--- src/rtl/simon_pkg.sv ---
// Shared Simon types: lamp colour, sequencer state and the timer-width helper.
package simon_pkg;

  typedef logic [1:0] color_t;

  typedef enum logic [1:0] {
    IDLE = 2'd0,
    ON   = 2'd1,
    OFF  = 2'd2
  } seq_state_t;

  // Bits needed to hold the longer of the two phase reloads (value-1), never less than 1.
  function automatic int timer_width(input int on_ticks, input int off_ticks);
    int longest;
    int w;
    longest = (on_ticks > off_ticks) ? on_ticks : off_ticks;
    w = $clog2(longest);
    return (w < 1) ? 1 : w;
  endfunction

endpackage

--- src/rtl/lamp_sequencer_if.sv ---
// Command/readback/lamp bus between the game controller (master) and the lamp sequencer (slave).
interface lamp_sequencer_if
  import simon_pkg::*;
#(
  parameter int LEN_W = 6
);

  // Commands are level-sampled on every clock edge while the sequencer is IDLE and are
  // silently dropped otherwise; there is no ready/acknowledge, BUSY and DONE tell the
  // master when commands are accepted again.
  logic             APPEND;
  color_t           RAND;
  logic             CLEAR;
  logic             PLAY;
  logic [LEN_W-1:0] RD_IDX;
  color_t           RD_DATA;
  color_t           OUT;
  logic             OUT_ENA;
  logic             BUSY;
  logic             DONE;
  logic [LEN_W-1:0] LEN;
  logic             FULL;
  seq_state_t       STATE;

  modport master (
    output APPEND, RAND, CLEAR, PLAY, RD_IDX,
    input  RD_DATA, OUT, OUT_ENA, BUSY, DONE, LEN, FULL, STATE
  );

  modport slave (
    input  APPEND, RAND, CLEAR, PLAY, RD_IDX,
    output RD_DATA, OUT, OUT_ENA, BUSY, DONE, LEN, FULL, STATE
  );

endinterface

--- src/rtl/tick_timer.sv ---
// Loadable down-counter shared by the lamp ON and OFF phases; stops at zero.
module tick_timer #(
  parameter int W = 1
) (
  input  logic         CLK,
  input  logic         RST,
  input  logic         LOAD,
  input  logic [W-1:0] LOAD_VAL,
  output logic         ZERO
);

  logic [W-1:0] count;

  always_ff @(posedge CLK) begin
    if (RST) begin
      count <= '0;
    end else if (LOAD) begin
      count <= LOAD_VAL;
    end else if (count != '0) begin
      count <= count - W'(1);
    end
  end

  assign ZERO = (count == '0);

endmodule

--- src/rtl/lamp_sequencer.sv ---
// Stores the Simon colour sequence and plays it on the lamp bus with fixed on/off phases.
module lamp_sequencer
  import simon_pkg::*;
#(
  parameter int MAX_LEN   = 32,
  parameter int ON_TICKS  = 4000,
  parameter int OFF_TICKS = 1000,
  parameter int LEN_W     = $clog2(MAX_LEN + 1)
) (
  input logic             CLK,
  input logic             RST,
  lamp_sequencer_if.slave bus
);

  localparam int TW = timer_width(ON_TICKS, OFF_TICKS);
  localparam logic [TW-1:0] ON_LOAD  = TW'(ON_TICKS - 1);
  localparam logic [TW-1:0] OFF_LOAD = TW'(OFF_TICKS - 1);

  seq_state_t       state;
  color_t           mem [MAX_LEN];
  logic [LEN_W-1:0] len;
  logic [LEN_W-1:0] idx;
  logic [LEN_W-1:0] idx_next;
  logic [LEN_W-1:0] last_idx;
  color_t           out;
  color_t           rd_data;
  color_t           next_color;
  logic             out_ena;
  logic             busy;
  logic             done;
  logic             full;
  logic             do_clear;
  logic             do_append;
  logic             do_play;
  logic             timer_load;
  logic             timer_zero;
  logic [TW-1:0]    timer_val;

  // Priority CLEAR > APPEND > PLAY; losers in the same cycle are dropped.
  assign do_clear  = (state == IDLE) && bus.CLEAR;
  assign do_append = (state == IDLE) && !bus.CLEAR && bus.APPEND;
  assign do_play   = (state == IDLE) && !bus.CLEAR && !bus.APPEND && bus.PLAY;
  assign idx_next  = idx + LEN_W'(1);
  assign last_idx  = len - LEN_W'(1);

  always_comb begin
    rd_data    = '0;
    next_color = '0;
    for (int i = 0; i < MAX_LEN; i++) begin
      if (bus.RD_IDX == LEN_W'(i)) rd_data = mem[i];
      if (idx_next == LEN_W'(i)) next_color = mem[i];
    end
  end

  always_comb begin
    timer_load = 1'b0;
    timer_val  = ON_LOAD;
    case (state)
      IDLE: timer_load = do_play && (len != '0);
      ON: begin
        timer_load = timer_zero;
        timer_val  = OFF_LOAD;
      end
      OFF: timer_load = timer_zero && (idx != last_idx);
      default: timer_load = 1'b0;
    endcase
  end

  tick_timer #(.W(TW)) u_timer (
    .CLK      (CLK),
    .RST      (RST),
    .LOAD     (timer_load),
    .LOAD_VAL (timer_val),
    .ZERO     (timer_zero)
  );

  // Memory has no reset; only entries below LEN are meaningful.
  always_ff @(posedge CLK) begin
    if (!RST && do_append && !full) begin
      for (int i = 0; i < MAX_LEN; i++) begin
        if (len == LEN_W'(i)) mem[i] <= bus.RAND;
      end
    end
  end

  always_ff @(posedge CLK) begin
    if (RST) begin
      state   <= IDLE;
      len     <= '0;
      full    <= 1'b0;
      idx     <= '0;
      out     <= '0;
      out_ena <= 1'b0;
      busy    <= 1'b0;
      done    <= 1'b0;
    end else begin
      done <= 1'b0;
      case (state)
        IDLE: begin
          if (do_clear) begin
            len  <= '0;
            full <= 1'b0;
          end else if (do_append) begin
            if (!full) begin
              len  <= len + LEN_W'(1);
              full <= (len == LEN_W'(MAX_LEN - 1));
            end
          end else if (do_play) begin
            if (len == '0) begin
              done <= 1'b1;
            end else begin
              state   <= ON;
              idx     <= '0;
              out     <= mem[0];
              out_ena <= 1'b1;
              busy    <= 1'b1;
            end
          end
        end
        ON: begin
          if (timer_zero) begin
            state   <= OFF;
            out_ena <= 1'b0;
          end
        end
        OFF: begin
          if (timer_zero) begin
            if (idx == last_idx) begin
              state <= IDLE;
              busy  <= 1'b0;
              done  <= 1'b1;
            end else begin
              state   <= ON;
              idx     <= idx_next;
              out     <= next_color;
              out_ena <= 1'b1;
            end
          end
        end
        default: state <= IDLE;
      endcase
    end
  end

  assign bus.RD_DATA = rd_data;
  assign bus.OUT     = out;
  assign bus.OUT_ENA = out_ena;
  assign bus.BUSY    = busy;
  assign bus.DONE    = done;
  assign bus.LEN     = len;
  assign bus.FULL    = full;
  assign bus.STATE   = state;

endmodule

--- src/flat_wrapper.sv ---
// flat-port wrapper written by rule: the top's interface ports become plain ports
module lamp_sequencer_flat import simon_pkg::*;
#(
  parameter int MAX_LEN   = 32,
  parameter int ON_TICKS  = 4000,
  parameter int OFF_TICKS = 1000,
  parameter int LEN_W     = $clog2(MAX_LEN + 1)
)
  (CLK, RST, bus_APPEND, bus_RAND, bus_CLEAR, bus_PLAY, bus_RD_IDX, bus_RD_DATA, bus_OUT, bus_OUT_ENA, bus_BUSY, bus_DONE, bus_LEN, bus_FULL, bus_STATE);
  lamp_sequencer_if #(.LEN_W(LEN_W)) bus_i ();
  input logic CLK;
  input logic RST;
  input wire logic [$bits(bus_i.APPEND)-1:0] bus_APPEND;
  input wire logic [$bits(bus_i.RAND)-1:0] bus_RAND;
  input wire logic [$bits(bus_i.CLEAR)-1:0] bus_CLEAR;
  input wire logic [$bits(bus_i.PLAY)-1:0] bus_PLAY;
  input wire logic [$bits(bus_i.RD_IDX)-1:0] bus_RD_IDX;
  output wire logic [$bits(bus_i.RD_DATA)-1:0] bus_RD_DATA;
  output wire logic [$bits(bus_i.OUT)-1:0] bus_OUT;
  output wire logic [$bits(bus_i.OUT_ENA)-1:0] bus_OUT_ENA;
  output wire logic [$bits(bus_i.BUSY)-1:0] bus_BUSY;
  output wire logic [$bits(bus_i.DONE)-1:0] bus_DONE;
  output wire logic [$bits(bus_i.LEN)-1:0] bus_LEN;
  output wire logic [$bits(bus_i.FULL)-1:0] bus_FULL;
  output wire logic [$bits(bus_i.STATE)-1:0] bus_STATE;
  assign bus_i.APPEND = bus_APPEND;
  assign bus_i.RAND = bus_RAND;
  assign bus_i.CLEAR = bus_CLEAR;
  assign bus_i.PLAY = bus_PLAY;
  assign bus_i.RD_IDX = bus_RD_IDX;
  assign bus_RD_DATA = bus_i.RD_DATA;
  assign bus_OUT = bus_i.OUT;
  assign bus_OUT_ENA = bus_i.OUT_ENA;
  assign bus_BUSY = bus_i.BUSY;
  assign bus_DONE = bus_i.DONE;
  assign bus_LEN = bus_i.LEN;
  assign bus_FULL = bus_i.FULL;
  assign bus_STATE = bus_i.STATE;
  lamp_sequencer #(.MAX_LEN(MAX_LEN), .ON_TICKS(ON_TICKS), .OFF_TICKS(OFF_TICKS), .LEN_W(LEN_W)) u_core (.CLK(CLK), .RST(RST), .bus(bus_i));
endmodule
--- config.mk ---
export PLATFORM = sky130hd
export DESIGN_NAME = lamp_sequencer_flat
export DESIGN_NICKNAME = d
export VERILOG_FILES = /design/src/rtl/simon_pkg.sv /design/src/rtl/lamp_sequencer_if.sv /design/src/rtl/tick_timer.sv /design/src/rtl/lamp_sequencer.sv /design/src/flat_wrapper.sv
export SDC_FILE = /design/constraint.sdc
export NUM_CORES = 1
export LEC_CHECK = 0
export CAP_MARGIN = 25
export CORE_UTILIZATION = 66
export CTS_CLUSTER_SIZE = 40
export DETAILED_ROUTE_END_ITERATION = 16
export PLACE_DENSITY = 0.93
export SLEW_MARGIN = 20
export SYNTH_ARGS = -nofsm -noshare
export SYNTH_HDL_FRONTEND = slang
export SYNTH_SLANG_ARGS = --single-unit
--- constraint.sdc ---
create_clock -name CLK -period 11.3 [get_ports CLK]
set_clock_uncertainty 0.05 [all_clocks]
set_input_delay 2.825 -clock CLK [delete_from_list [all_inputs] [get_ports CLK]]
set_output_delay 2.825 -clock CLK [all_outputs]
set_load 0.01 [all_outputs]
==> metrics.md <==
| Metric | Value |
|---|---|
| Status | `complete, but fails checks` |
| Violated checks | `design-rule violations` |
| VDD IR max | `0.142 mV` |
| Worst Setup Start Kind | `input port` |
| Initial antenna violation count | `0` |
| CTS sink cnt | `96` |
| Commonest cells post-synth | `nor2_1, a21oi_1, edfxtp_1` |
| Core ar. | `8810 sq um` |
| Drt wl/cell | `22.1 um` |
| CTS H-tree lvls | `3` |
| DP Wirelength | `12.1 mm` |
| Worst Max-Slew Pin Slew | `1.08 ns` |
| Post-route ant nets | `0` |
| Gpl congestion | `1.07` |
| CTS tree | `built` |
| Initial detailed-routing violation count | `757` |
| Global-route wire length before repair | `27.4 mm` |
| Final Setup Violations | `0` |
| Most frequent cell after synthesis | `nor2_1` |
| Sequential share of the synthesized area | `42.3%` |
| Grt total ovfl | `0` |
| Vias per inst | `7.18` |
| Hold Vio Cnt, Final | `0` |
| Max-cap violations | `0` |
| Critical path depth in cells | `8` |
| Synth warn | `0` |
| Clk pin slew, worst setup/hold paths | `0.11 ns` |
| Syn Inst Count | `677` |
| Post-route clock period utilization | `76.0%` |
| P per Cell Area | `124 nW/um^2` |
| Relative slew slack | `27.5%` |
| Buffers on Ports | `28` |
| Fin crit period | `8.58 ns` |
| Final Max Slew Viols | `0` |
| Largest net degree at the start of global routing | `44` |
| Post-CTS setup buffers | `0` |
| Die extent in x | `97.8 um` |
| Peak Freq | `117 MHz` |
| Syn Area/Cell | `8.94 sq um` |
| Req. time, crit path | `8.43 ns` |
| Ys flop type | `edfxtp_1` |
| Worst EP arrival | `5.71 ns` |
| Slowest CP cell | `or4b_2` |
| R2R cell count | `8` |
| Leakage power figure | `2.22 nW` |
| CP top delay family | `buffers and inverters` |
| Critical path endpoint category | `output port` |
| EDFF count, synth | `64` |
| Routed WL | `17.4 mm` |
| Final hold slack | `0.403 ns` |
| Total CTS buffers | `9` |
| Netlist cell types | `73` |
| Yosys top cell area share | `31.7%` |
| Vias | `5648` |
| Nets | `698` |
| Share of flip-flops with an asynchronous set or reset | `0%` |
| RSZ-0062 raised after global routing | `no` |
| Cells along the critical path | `clkdlybuf4s50_1 > or4b_2 > a31oi_1 > nor3b_1 > o31ai_1 > nand4_1 > o21ai_0 > clkdlybuf4s50_1` |
| Hold path depth | `2` |
| Syn Nets | `701` |
| Fill count | `615` |
| Root Driver | `clkbuf_8` |
| CTS Hold Buffers Added | `0` |
| Synth area leader | `edfxtp_1` |
| Remaining DRCs | `2` |
| Overall Global Routing Usage | `37.1%` |
| Mapped Area | `6050 sq um` |
| Setup TNS | `0 ns` |
| Largest stage delay on the critical path | `0.80 ns` |
| Ant diodes | `0` |
| Skew-Pair Late Insertion Delay | `0.37 ns` |
| Drt first pass iters | `11` |
| Worst-path maximum fanout | `12` |
| PostCTS Resize Cnt | `0` |
| Top cell by count, worst path | `clkdlybuf4s50_1` |
| I/O pin cnt | `29` |
| Number of global-route vias before repair | `5259` |
| Rows | `34` |
| Longest Clk Path Bufs | `2` |
| Area contributors post-synth | `edfxtp_1, dfxtp_1, a21oi_1, nor2_1, nand2_1` |
| Die area | `9560 sq um` |
| Critical path type | `in2out` |
| Layout cells sized above 1 | `7.51%` |
| Layout overhead on the synthesized area | `7.83%` |
| Starting density of the core | `68.7%` |
| Synth Register Bits | `96` |
| Worst Hold Class | `reg2reg` |
| Height of the die | `97.8 um` |
| WP buf/inv | `2` |
## where the power goes
group          switching, mW  internal [mW]  leakage (nW)
combinational         0.0838         0.0684          1.27
sequential            0.0171          0.390         0.836
clock                  0.141          0.110         0.113
## layout by cell type (no fill, tap or decap), types with 9 or more instances in the layout
cell type        netlist  final
o21ai_0               29     29
nor2_1                85     85
o211ai_1               9      9
nor3_1                19     19
xor2_1                10     10
nand2_1               58     58
mux2_2                 9      9
edfxtp_1              64     64
inv_1                 25     25
clkbuf_8               0      9
a21oi_1               65     65
mux2i_1               13     13
nor2b_1               13     13
or3_1                 11     11
o22ai_1               16     16
a31oi_1                9      9
clkdlybuf4s50_1        0     27
dfxtp_1               32     32
nand3_1               12     12
ha_1                  11     11
nand2b_1               9      9
## routing by layer
metal	up-vias	part of all wire, %	global-route usage [%]
met3	85	13	8.09
met2	447	44	56.1
met5	-	0	0
met1	2599	39	51.1
li1	2517	-	-
met4	0	4.5	17.8
## metrics by stage
| stage | worst slack (ns) | power (mW) | util [%] | instances | cell area (sq um) |
|---|---|---|---|---|---|
| finish | 2.72 | 0.810 | 74.1 | 787 | 6530 |
| global route | 2.61 | 0.841 | 74.1 | 787 | 6530 |
| CTS | 2.75 | 0.808 | 74.1 | 786 | 6520 |
| detailed placement | 2.77 | 0.562 | 71.5 | 770 | 6300 |
| global placement | 2.82 | 0.552 | 71.5 | 770 | 6300 |
| floorplan | 3.75 | 0.531 | - | 677 | 6050 |
## state kept, by name, indices dropped and copies added, names as in the netlist
signal                count
u_core.u_timer.count     12
u_core.bus.FULL           1
u_core.bus.LEN            6
u_core.mem               64
u_core.bus.BUSY           1
u_core.idx                6
u_core.bus.OUT            2
u_core.bus.STATE          2
u_core.bus.DONE           1
u_core.bus.OUT_ENA        1
## cell families (layout without fill, tap and decap cells)
family | count (synthesis) | in the layout | share of synthesized area [%]
AO/OA/AOI/OAI | 194 | 194 | 20.9
XOR/XNOR | 16 | 16 | 2.31
adder cells (fa/ha/maj) | 11 | 11 | 2.27
buffers and inverters | 72 | 74 | 4.77
flip-flops | 96 | 96 | 42.3
multiplexers | 27 | 27 | 5.68
AND/OR/NAND/NOR | 261 | 261 | 21.7
## final cells by class
cell class,instances,area [sq um],share of cell area [%]
Sequential cell,96,2560,39.3
Timing Repair Buffer,32,309,4.73
Clock buffer,9,124,1.90
Tap cell,108,135,2.07
Multi-Input combinational cell,509,3200,49.1
Clock inverter,7,97.6,1.50
Inverter,26,97.6,1.50
## worst reg2reg max path, cell delays in order, from the launching register on
cell,delay (ns)
dfxtp_1,0.68
ha_1,0.91
inv_1,0.47
nand2_1,0.30
a221o_1,0.15
a32oi_1,0.07
o311ai_0,0.59
a22oi_1,0.15
a21oi_1,0.17
## worst paths after layout
check,start,to,slack [ns]
max,bus_RD_IDX[2],bus_RD_DATA[0],2.72
max reg2reg,u_core.idx[1],u_core.bus.OUT[1],7.70
min reg2reg,u_core.bus.OUT_ENA,u_core.bus.OUT_ENA,0.40
min,u_core.bus.OUT_ENA,u_core.bus.OUT_ENA,0.40
Note: power is estimated with default switching activity, not from simulation.
